$ cat src/rtl/wasm_leb_reader_if.sv
`default_nettype none
// +----------------------------------------------------------------------------+
// | Module      : wasm_leb_reader_if                                           |
// | Description : Request/ROM/result bundle for the LEB128 reader. The slave   |
// |               modport is the decoder side; master is the requester + ROM.  |
// | Revision    : 1.0 - initial release                                        |
// +----------------------------------------------------------------------------+
interface wasm_leb_reader_if #(
  parameter int WIDTH  = 32,
  parameter int ADDR_W = 32
);
  logic              start;
  logic              signed_mode;
  logic [ADDR_W-1:0] base_addr;
  logic [ADDR_W-1:0] rom_addr;
  logic              rom_read_en;
  logic              rom_ready;
  logic [7:0]        rom_data_out;
  logic              busy;
  logic              done;
  logic              error;
  logic [WIDTH-1:0]  value;
  logic [ADDR_W-1:0] next_addr;
  logic [3:0]        bytes_used;

  modport slave (
    input  start, signed_mode, base_addr, rom_ready, rom_data_out,
    output rom_addr, rom_read_en, busy, done, error, value, next_addr, bytes_used
  );

  modport master (
    output start, signed_mode, base_addr, rom_ready, rom_data_out,
    input  rom_addr, rom_read_en, busy, done, error, value, next_addr, bytes_used
  );
endinterface
`default_nettype wire

$ cat src/rtl/wasm_leb_reader.sv
`default_nettype none
// +----------------------------------------------------------------------------+
// | Module      : wasm_leb_reader                                              |
// | Description : Fetches one ULEB128/SLEB128 encoding byte by byte from a     |
// |               ready-handshaked ROM and returns the decoded value.          |
// | Options     : LEB_OVERFLOW_CHECK_EN - flag encodings that are too long or  |
// |               carry bits beyond WIDTH (unsigned) via error at done.        |
// | Revision    : 1.0 - initial release                                        |
// +----------------------------------------------------------------------------+
module wasm_leb_reader #(
  parameter int WIDTH  = 32,
  parameter int ADDR_W = 32
) (
  input logic              clk,
  input logic              rst,
  wasm_leb_reader_if.slave bus
);

  localparam int MAX_BYTES = (WIDTH + 6) / 7;
  // Shift stops growing once every payload bit lands at or beyond WIDTH,
  // so the shift register never wraps on very long encodings.
  localparam logic [7:0] c_SHIFT_SAT = 8'(7 * MAX_BYTES);
  localparam logic [7:0] c_WIDTH     = 8'(WIDTH);

  typedef enum logic [1:0] {
    S_IDLE  = 2'd0,
    S_FETCH = 2'd1,
    S_DONE  = 2'd2
  } state_t;

  state_t            state_q, state_d;
  logic [ADDR_W-1:0] rom_addr_q, rom_addr_d;
  logic              rd_en_q, rd_en_d;
  logic [WIDTH-1:0]  acc_q, acc_d;
  logic [7:0]        shift_q, shift_d;
  logic [3:0]        cnt_q, cnt_d;
  logic              signed_q, signed_d;
  logic [ADDR_W-1:0] next_addr_q, next_addr_d;
  logic              err_q, err_d;

  logic              w_take;
  logic              w_last;
  logic [WIDTH-1:0]  w_shifted;
  logic [7:0]        w_shift_nxt;
  logic [3:0]        w_cnt_nxt;
  logic [WIDTH-1:0]  w_ext;
  logic              w_ovf;

  // A byte is consumed only on an edge where our own read is outstanding.
  assign w_take      = (state_q == S_FETCH) && rd_en_q && bus.rom_ready;
  assign w_last      = ~bus.rom_data_out[7];
  assign w_shifted   = WIDTH'(bus.rom_data_out[6:0]) << shift_q;
  assign w_shift_nxt = (shift_q >= c_SHIFT_SAT) ? shift_q : shift_q + 8'd7;
  assign w_cnt_nxt   = (cnt_q == 4'hF) ? cnt_q : cnt_q + 4'd1;
  // Sign fill covers everything above the last payload bit.
  assign w_ext       = (w_shift_nxt < c_WIDTH) ? ({WIDTH{1'b1}} << w_shift_nxt) : '0;

`ifdef LEB_OVERFLOW_CHECK_EN
  localparam int         c_WIDE      = WIDTH + 7;
  localparam logic [3:0] c_MAX_BYTES = 4'(MAX_BYTES);
  logic [c_WIDE-1:0] w_hi;

  // Payload bits that would land at or above WIDTH for this byte.
  assign w_hi  = (c_WIDE'(bus.rom_data_out[6:0]) << shift_q) >> WIDTH;
  assign w_ovf = w_last ? (~signed_q && (|w_hi)) : (w_cnt_nxt == c_MAX_BYTES);
`else
  assign w_ovf = 1'b0;
`endif

  // Next-state and datapath updates; every register holds unless changed.
  always_comb begin
    state_d     = state_q;
    rom_addr_d  = rom_addr_q;
    rd_en_d     = rd_en_q;
    acc_d       = acc_q;
    shift_d     = shift_q;
    cnt_d       = cnt_q;
    signed_d    = signed_q;
    next_addr_d = next_addr_q;
    err_d       = err_q;
    case (state_q)
      S_IDLE: begin
        if (bus.start) begin
          state_d    = S_FETCH;
          rom_addr_d = bus.base_addr;
          rd_en_d    = 1'b1;
          acc_d      = '0;
          shift_d    = '0;
          cnt_d      = '0;
          signed_d   = bus.signed_mode;
          err_d      = 1'b0;
        end
      end
      S_FETCH: begin
        if (w_take) begin
          acc_d      = acc_q | w_shifted;
          shift_d    = w_shift_nxt;
          cnt_d      = w_cnt_nxt;
          rom_addr_d = rom_addr_q + 1'b1;
          if (w_last || w_ovf) begin
            state_d     = S_DONE;
            rd_en_d     = 1'b0;
            next_addr_d = rom_addr_q + 1'b1;
            err_d       = w_ovf;
            if (w_last && signed_q && bus.rom_data_out[6]) begin
              acc_d = acc_q | w_shifted | w_ext;
            end
          end
        end
      end
      S_DONE:  state_d = S_IDLE;
      default: state_d = S_IDLE;
    endcase
  end

  // State and datapath registers, cleared asynchronously by rst.
  always_ff @(posedge clk or posedge rst) begin
    if (rst) begin
      state_q     <= S_IDLE;
      rom_addr_q  <= '0;
      rd_en_q     <= 1'b0;
      acc_q       <= '0;
      shift_q     <= '0;
      cnt_q       <= '0;
      signed_q    <= 1'b0;
      next_addr_q <= '0;
      err_q       <= 1'b0;
    end else begin
      state_q     <= state_d;
      rom_addr_q  <= rom_addr_d;
      rd_en_q     <= rd_en_d;
      acc_q       <= acc_d;
      shift_q     <= shift_d;
      cnt_q       <= cnt_d;
      signed_q    <= signed_d;
      next_addr_q <= next_addr_d;
      err_q       <= err_d;
    end
  end

  assign bus.rom_addr    = rom_addr_q;
  assign bus.rom_read_en = rd_en_q;
  assign bus.busy        = (state_q != S_IDLE);
  assign bus.done        = (state_q == S_DONE);
  assign bus.error       = err_q;
  assign bus.value       = acc_q;
  assign bus.next_addr   = next_addr_q;
  assign bus.bytes_used  = cnt_q;

endmodule
`default_nettype wire
$ cat src/flat_wrapper.sv
// flat-port wrapper written by rule: the top's interface ports become plain ports
module wasm_leb_reader_flat 
#(
  parameter int WIDTH  = 32,
  parameter int ADDR_W = 32
)
  (clk, rst, bus_start, bus_signed_mode, bus_base_addr, bus_rom_ready, bus_rom_data_out, bus_rom_addr, bus_rom_read_en, bus_busy, bus_done, bus_error, bus_value, bus_next_addr, bus_bytes_used);
  wasm_leb_reader_if #(.WIDTH(WIDTH), .ADDR_W(ADDR_W)) bus_i ();
  input logic clk;
  input logic rst;
  input wire logic [$bits(bus_i.start)-1:0] bus_start;
  input wire logic [$bits(bus_i.signed_mode)-1:0] bus_signed_mode;
  input wire logic [$bits(bus_i.base_addr)-1:0] bus_base_addr;
  input wire logic [$bits(bus_i.rom_ready)-1:0] bus_rom_ready;
  input wire logic [$bits(bus_i.rom_data_out)-1:0] bus_rom_data_out;
  output wire logic [$bits(bus_i.rom_addr)-1:0] bus_rom_addr;
  output wire logic [$bits(bus_i.rom_read_en)-1:0] bus_rom_read_en;
  output wire logic [$bits(bus_i.busy)-1:0] bus_busy;
  output wire logic [$bits(bus_i.done)-1:0] bus_done;
  output wire logic [$bits(bus_i.error)-1:0] bus_error;
  output wire logic [$bits(bus_i.value)-1:0] bus_value;
  output wire logic [$bits(bus_i.next_addr)-1:0] bus_next_addr;
  output wire logic [$bits(bus_i.bytes_used)-1:0] bus_bytes_used;
  assign bus_i.start = bus_start;
  assign bus_i.signed_mode = bus_signed_mode;
  assign bus_i.base_addr = bus_base_addr;
  assign bus_i.rom_ready = bus_rom_ready;
  assign bus_i.rom_data_out = bus_rom_data_out;
  assign bus_rom_addr = bus_i.rom_addr;
  assign bus_rom_read_en = bus_i.rom_read_en;
  assign bus_busy = bus_i.busy;
  assign bus_done = bus_i.done;
  assign bus_error = bus_i.error;
  assign bus_value = bus_i.value;
  assign bus_next_addr = bus_i.next_addr;
  assign bus_bytes_used = bus_i.bytes_used;
  wasm_leb_reader #(.WIDTH(WIDTH), .ADDR_W(ADDR_W)) u_core (.clk(clk), .rst(rst), .bus(bus_i));
endmodule
$ cat config.mk
export PLATFORM = sky130hd
export DESIGN_NAME = wasm_leb_reader_flat
export DESIGN_NICKNAME = d
export VERILOG_FILES = /design/src/rtl/wasm_leb_reader_if.sv /design/src/rtl/wasm_leb_reader.sv /design/src/flat_wrapper.sv
export SDC_FILE = /design/constraint.sdc
export NUM_CORES = 1
export LEC_CHECK = 0
export BUFFER_PORTS_ARGS = -buffer_cell sky130_fd_sc_hd__buf_2
export CAP_MARGIN = 20
export CORE_MARGIN = 10
export CORE_UTILIZATION = 56
export CTS_CLUSTER_SIZE = 20
export DETAILED_ROUTE_END_ITERATION = 16
export PLACE_DENSITY = 0.93
export SLEW_MARGIN = 40
export SYNTH_ARGS = -nofsm -noshare
export SYNTH_HDL_FRONTEND = slang
export SYNTH_SLANG_ARGS = --single-unit
$ cat constraint.sdc
create_clock -name clk -period 4.4 [get_ports clk]
set_input_delay 0.88 -clock clk [delete_from_list [all_inputs] [get_ports clk]]
set_output_delay 0.88 -clock clk [all_outputs]
set_load 0.05 [all_outputs]
# Word-level counts from Yosys, hierarchy flattened
# Cells that the tools add are included.
[word_totals]
reg_bits = 113
in_bits = 45
out_inout_bits = 104
word_cells = 66
[op_classes]
addsub = 3
n_lt_le_gt_ge = 2
eq_ne = 7
n_shift = 2
n_mux = 27
n_bitwise = 3
reduce_logical = 13
[op_table]
columns = ["cell", "n"]
rows = [
  ["two-way mux 32 bit", 7],
  ["one-hot mux 32 bit (2 select lines)", 2],
  ["OR 32 bit", 2],
  ["adder 32 x 1 -> 32 bit, second input constant", 1],
  ["<< shifter 32 x 8 -> 32 bit, first input constant", 1],
  ["<< shifter 7 x 8 -> 32 bit", 1],
  ["two-way mux 8 bit", 3],
  ["one-hot mux 8 bit (2 select lines)", 1],
  ["two-way mux 4 bit", 3],
  ["AND reduction 3 bit", 3],
  ["adder 8 x 3 -> 8 bit, second input constant", 1],
  ["greater-or-equal comparator 8 x 6 -> 1 bit, second input constant", 1],
  ["< comparator 8 x 6 -> 1 bit, second input constant", 1],
  ["one-hot mux 4 bit (2 select lines)", 1],
  ["AND reduction 4 bit", 2],
  ["two-way mux 2 bit", 3],
  ["inequality test 2 bit, second input constant", 3],
  ["adder 4 x 1 -> 4 bit, second input constant", 1],
  ["== test 4 bit, second input constant", 1],
  ["logical AND 1 bit", 4],
  ["two-way mux 1 bit", 4],
  ["one-hot mux 1 bit (2 select lines)", 2],
  ["one-hot mux 2 bit (2 select lines)", 1],
  ["nonzero test 2 bit", 2],
  ["other kinds (6)", 6],
]

# Logic depth before layout (Yosys ltp)
[logic_depth]
depth_word = 9
depth_mapped = 10
mapped_depth_nobuf = 7

# Worst setup path before layout
# OpenSTA, ideal clock, no wires.
[synth_timing]
path_type = "reg2reg"
from = "register u_core.shift_q[1]"
to = "register u_core.acc_q[30] (netlist: u_core.bus.value[30])"
setup_ps = 87
arrival_ps = 2461
t_required_ps = 4313
setup_slack_ps = 1853
stages_incl_launch_ff = 11
path_buffers = 3
period_less_slack_ps = 2547
cell_sequence = "dfrtp_1 > clkbuf_1 > clkbuf_1 > inv_1 > ha_1 > clkbuf_1 > nor3b_1 > a2111oi_1 > a21oi_1 > a2111o_1 > o211ai_1"
[synth_between]
elab_chain_cells = 9
word_cells_on_any_way = 13
classes_between = "add/sub: 1; order compare: 2; shift: 2; mux: 6; bitwise: 2"
[synth_lines]
columns = ["item", "line", "rtl"]
rows = [
  ["start: declaration", "wasm_leb_reader.sv:35", "logic [7:0] shift_q, shift_d;"],
  ["start signal: assignment", "wasm_leb_reader.sv:133", "shift_q <= shift_d;"],
  ["adder 8 x 3 -> 8 bit / greater-or-equal comparator 8 x 6 -> 1 bit (equally long branches)", "wasm_leb_reader.sv:53", "assign w_shift_nxt = (shift_q >= c_SHIFT_SAT) ? shift_q : shift_q + 8'd7;"],
  ["two-way mux 8 bit", "wasm_leb_reader.sv:53", ""],
  ["<< shifter 32 x 8 -> 32 bit / < comparator 8 x 6 -> 1 bit (equally long branches)", "wasm_leb_reader.sv:56", "assign w_ext = (w_shift_nxt < c_WIDTH) ? ({WIDTH{1'b1}} << w_shift_nxt) : '0;"],
  ["two-way mux 32 bit", "wasm_leb_reader.sv:56", ""],
  ["OR 32 bit", "wasm_leb_reader.sv:106", "acc_d = acc_q | w_shifted | w_ext;"],
  ["two-way mux 32 bit", "wasm_leb_reader.sv:105", "if (w_last && signed_q && bus.rom_data_out[6]) begin"],
  ["two-way mux 32 bit (*)", "wasm_leb_reader.sv:100", "if (w_last || w_ovf) begin"],
  ["two-way mux 32 bit (*)", "wasm_leb_reader.sv:95", "if (w_take) begin"],
  ["one-hot mux 32 bit (2 select lines) (*)", "wasm_leb_reader.sv:81", "case (state_q)"],
  ["end signal: assignment", "wasm_leb_reader.sv:122", "acc_q <= '0;"],
  ["end signal: assignment", "wasm_leb_reader.sv:132", "acc_q <= acc_d;"],
  ["end: declaration", "wasm_leb_reader.sv:34", "logic [WIDTH-1:0] acc_q, acc_d;"],
]
# Mark *: on every way between the ends. The rest lies on a longest branch, timed or not. The select of a mux whose other input is x is not followed.
# A chain may end at the register's enable or synchronous reset.

# Worst setup path after layout
[layout_timing]
from = "register u_core.shift_q[5]"
to = "register u_core.acc_q[8] (netlist: u_core.bus.value[8])"
# Same word-level chain as after synthesis.

==> flow_summary.yaml <==
critical_path:
  critPathSlowestCell: "dfrtp_1"
  setup.worst_path.class: "register to register"
  crit_start: "u_core.shift_q[5]$_DFFE_PP0P_"
  worstPathMaxFanout: 25
  path_cells: "nor3_2 > a31oi_1 > o211ai_1 > o21ba_1 > o31a_1"
  cp_slowest_stage_delay_ps: 720
  worstSetupStartpointType: "register"
  reg2reg_from: "u_core.shift_q[5]$_DFFE_PP0P_"
  cp-end-kind: "register"
  endpoint: "u_core.bus.value[8]$_DFFE_PP0P_"
  critPathTopFamily: "compound AO/OA/AOI/OAI gates"
  rr_worst_depth: 5
  arrival_ps: 3070
  worstReg2RegEnd: "u_core.bus.value[8]$_DFFE_PP0P_"
  cp.depth: 5
  r2r_setup_slack_ps: 1580
  path_buf_inv: 0
  crit_required_ps: 4650
grt:
  antenna_found_initial: 0
  grt-ovfl-total: 0
  grt_pass1_wl_mm: 36.42
  grt_max_degree: 64
  grt_pass1_vias: 6749
  grtUsageTotal_pct: 25.44
synth:
  yosys_warnings: 0
  synth_top_area_share_pct: 40.40
  ys_types: 80
  ys.flop_type: "dfrtp_1"
  yosysMostFrequentCell: "dfrtp_1"
  synth_top_cell_by_area: "dfrtp_1"
  synth-seq-cells: 112
  synth_area_leaders: "dfrtp_1 (40%), o21ai_0 (6.3%), nand2_1 (5.7%)"
  syn_area_um2: 6937
  synthTopCellsByCount: "dfrtp_1 (112), nand2_1 (105), o21ai_0 (87)"
  syn-num-nets: 842
  synth-edff-count: 0
  netlist_instances: 793
  seq_area_frac_synth_pct: 40.40
  syn_avg_cell_area_um2: 8.747
  async_flop_share_pct: 100.0
pwr:
  ir_drop_mv: 0.3773
  power_density_nw_per_um2: 847.1
  p_leak_uw: 0.003679
finish:
  multi_input_area_um2: 3847
  diodes: 0
  nets: 953
  seq_area_um2: 2805
  drive_gt1_share_pct: 22.71
  nFillCells: 947
  syn_to_final_growth_pct: 15.60
  fin_area_um2: 8019
detailed_routing:
  wl_mm: 23.21
  drc: 0
  ant_nets: 0
  detail_route.iter0.violations: 1187
  first_pass_iters: 6
  wl_per_cell_um: 21.59
  via_count: 7249
  post_drt_via_cell_ratio: 6.743
status:
  status: "finished clean"
floorplan:
  start_util_pct: 57.51
  fp.dieW_um: 131.3
  die-area_um2: 17240
  rows: 40
  core_area_um2: 12060
  die_h_um: 131.3
  io-pin-count: 149
clocking:
  cts.clk_slew.worst_paths_ps: 70
  cts_resized: 0
  cts_setup_buffers: 0
  h-tree-depth: 3
  holdBufCountCts: 0
  clk_path_buf_depth: 2
  clock-root-buffer: "clkbuf_16"
  numClockSinks: 112
  cts_tree: "yes"
  clock_latency_ps: 360
  cts_inserted_buffers: 9
hold_path:
  hold_path.class: "register to register"
  holdPathStages: 2
  hold_start: "u_core.bus.next_addr[21]$_DFFE_PP0P_"
timing:
  max_slew_margin_pct: 39.99
  finalClockSkew_ps: 5.739
  fmax_mhz: 354.6
  setup-tns-final_ps: 0
  min_period_over_period_pct: 64.08
  maxSlewViolCount: 0
  rsz0062_at_grt: "false"
  period_needed_ps: 2820
  hold_violations: 0
  setup_viol: 0
  worst_pin_slew_ps: 900.1
place:
  gp_congestion: 1.028
  port_buffers: 147
  place_area_um2: 7746
  dp_hpwl_mm: 16.57
run:
  maxCapViolations: 0
-- per-stage QoR --
step | power, µW | util (%) | hold slack (ps) | setup slack, ps | std cells
after floorplan | 4856 | - | 438.0 | 561.0 | 793
after global placement | 5855 | 64.13 | 455.8 | 1483 | 1061
after detailed placement | 5926 | 64.22 | 465.0 | 1555 | 1061
after CTS | 6709 | 66.45 | 480.1 | 1682 | 1075
after global routing | 7109 | 66.48 | 506.6 | 1486 | 1075
final | 6793 | 66.48 | 477.3 | 1580 | 1075
-- per-layer routing --
| layer | part of all wire (%) | vias to the layer above | global-route usage (%) |
|---|---|---|---|
| li1 | - | 3177 | - |
| met1 | 39 | 3426 | 33.43 |
| met2 | 45 | 563 | 39.77 |
| met3 | 12 | 83 | 6.517 |
| met4 | 3.2 | 0 | 8.900 |
| met5 | 0 | - | 0 |
-- worst register-to-register path, cell delays in order (launching register included) --
cell      delay (ps)
dfrtp_1          720
nor3_2           680
a31oi_1          250
o211ai_1         570
o21ba_1          230
o31a_1           270
-- placed cells by master, fill, tap and decap left out, types with 4 or more instances in the layout --
master       n
and2_1       6
and3_1      12
inv_1       13
mux2i_1     10
xnor2_1     21
nand2_1    105
a21oi_1     36
o21ai_0     87
clkbuf_16    9
nand4_1     11
nor3b_1      6
buf_2      147
o311ai_0     7
nand2b_1     9
o221ai_1     4
a32oi_1      7
dfrtp_1    110
nand3_1     33
o211ai_1    10
o22ai_1      9
xor2_1      12
nor2_1      38
mux2_2       6
ha_1         4
buf_4       12
nor3_1      27
o31ai_1      6
nor4_1       5
a221o_1     14
or3_1       10
a21o_1      13
a31oi_1     11
nor2b_1      8
-- layout make-up --
type,count,area share [%]
Inverter,15,0.7645
Sequential cell,112,34.98
Tap cell,168,2.621
Clock inverter,4,0.3745
Clock buffer,10,2.980
Timing Repair Buffer,159,10.30
Multi-Input combinational cell,607,47.98
-- where the power goes --
group | internal [µW] | total (µW) | switching [µW]
Sequential | 1440 | 1970 | 532
Clock | 396 | 777 | 381
Combinational | 1110 | 4050 | 2940
-- sequential cells by signal, indices dropped and copies added (netlist names) --
| name | flops |
|---|---|
| u_core.bus.rom_addr | 32 |
| u_core.state_q | 2 |
| u_core.signed_q | 1 |
| u_core.bus.next_addr | 32 |
| u_core.bus.rom_read_en | 1 |
| u_core.shift_q | 8 |
| u_core.bus.bytes_used | 4 |
| u_core.bus.value | 32 |
-- how the worst min path moves through the flow --
stage,to,slack [ps]
6_report,u_core.bus.next_addr[21]$_DFFE_PP0P_,480
5_1_grt,u_core.bus.next_addr[8]$_DFFE_PP0P_,510
4_1_cts,u_core.bus.next_addr[11]$_DFFE_PP0P_,480
3_5_place_dp,u_core.bus.next_addr[11]$_DFFE_PP0P_,470
3_3_place_gp,u_core.bus.next_addr[4]$_DFFE_PP0P_,460
2_1_floorplan,u_core.signed_q$_DFFE_PP0P_,440
-- kinds of logic (layout without fill, tap and decap cells) --
logic type | count (synthesis) | in the layout | synth area share [%]
xor+xnor | 33 | 33 | 4.167
other cells | 1 | 1 | 0.05406
buf+inv | 74 | 188 | 4.401
mux | 19 | 19 | 3.391
compound gates | 246 | 246 | 23.54
flops | 112 | 112 | 40.40
fa+ha+maj | 4 | 4 | 0.7215
simple gates | 304 | 304 | 23.32
No activity file was read; power rests on OpenSTA's default activity.
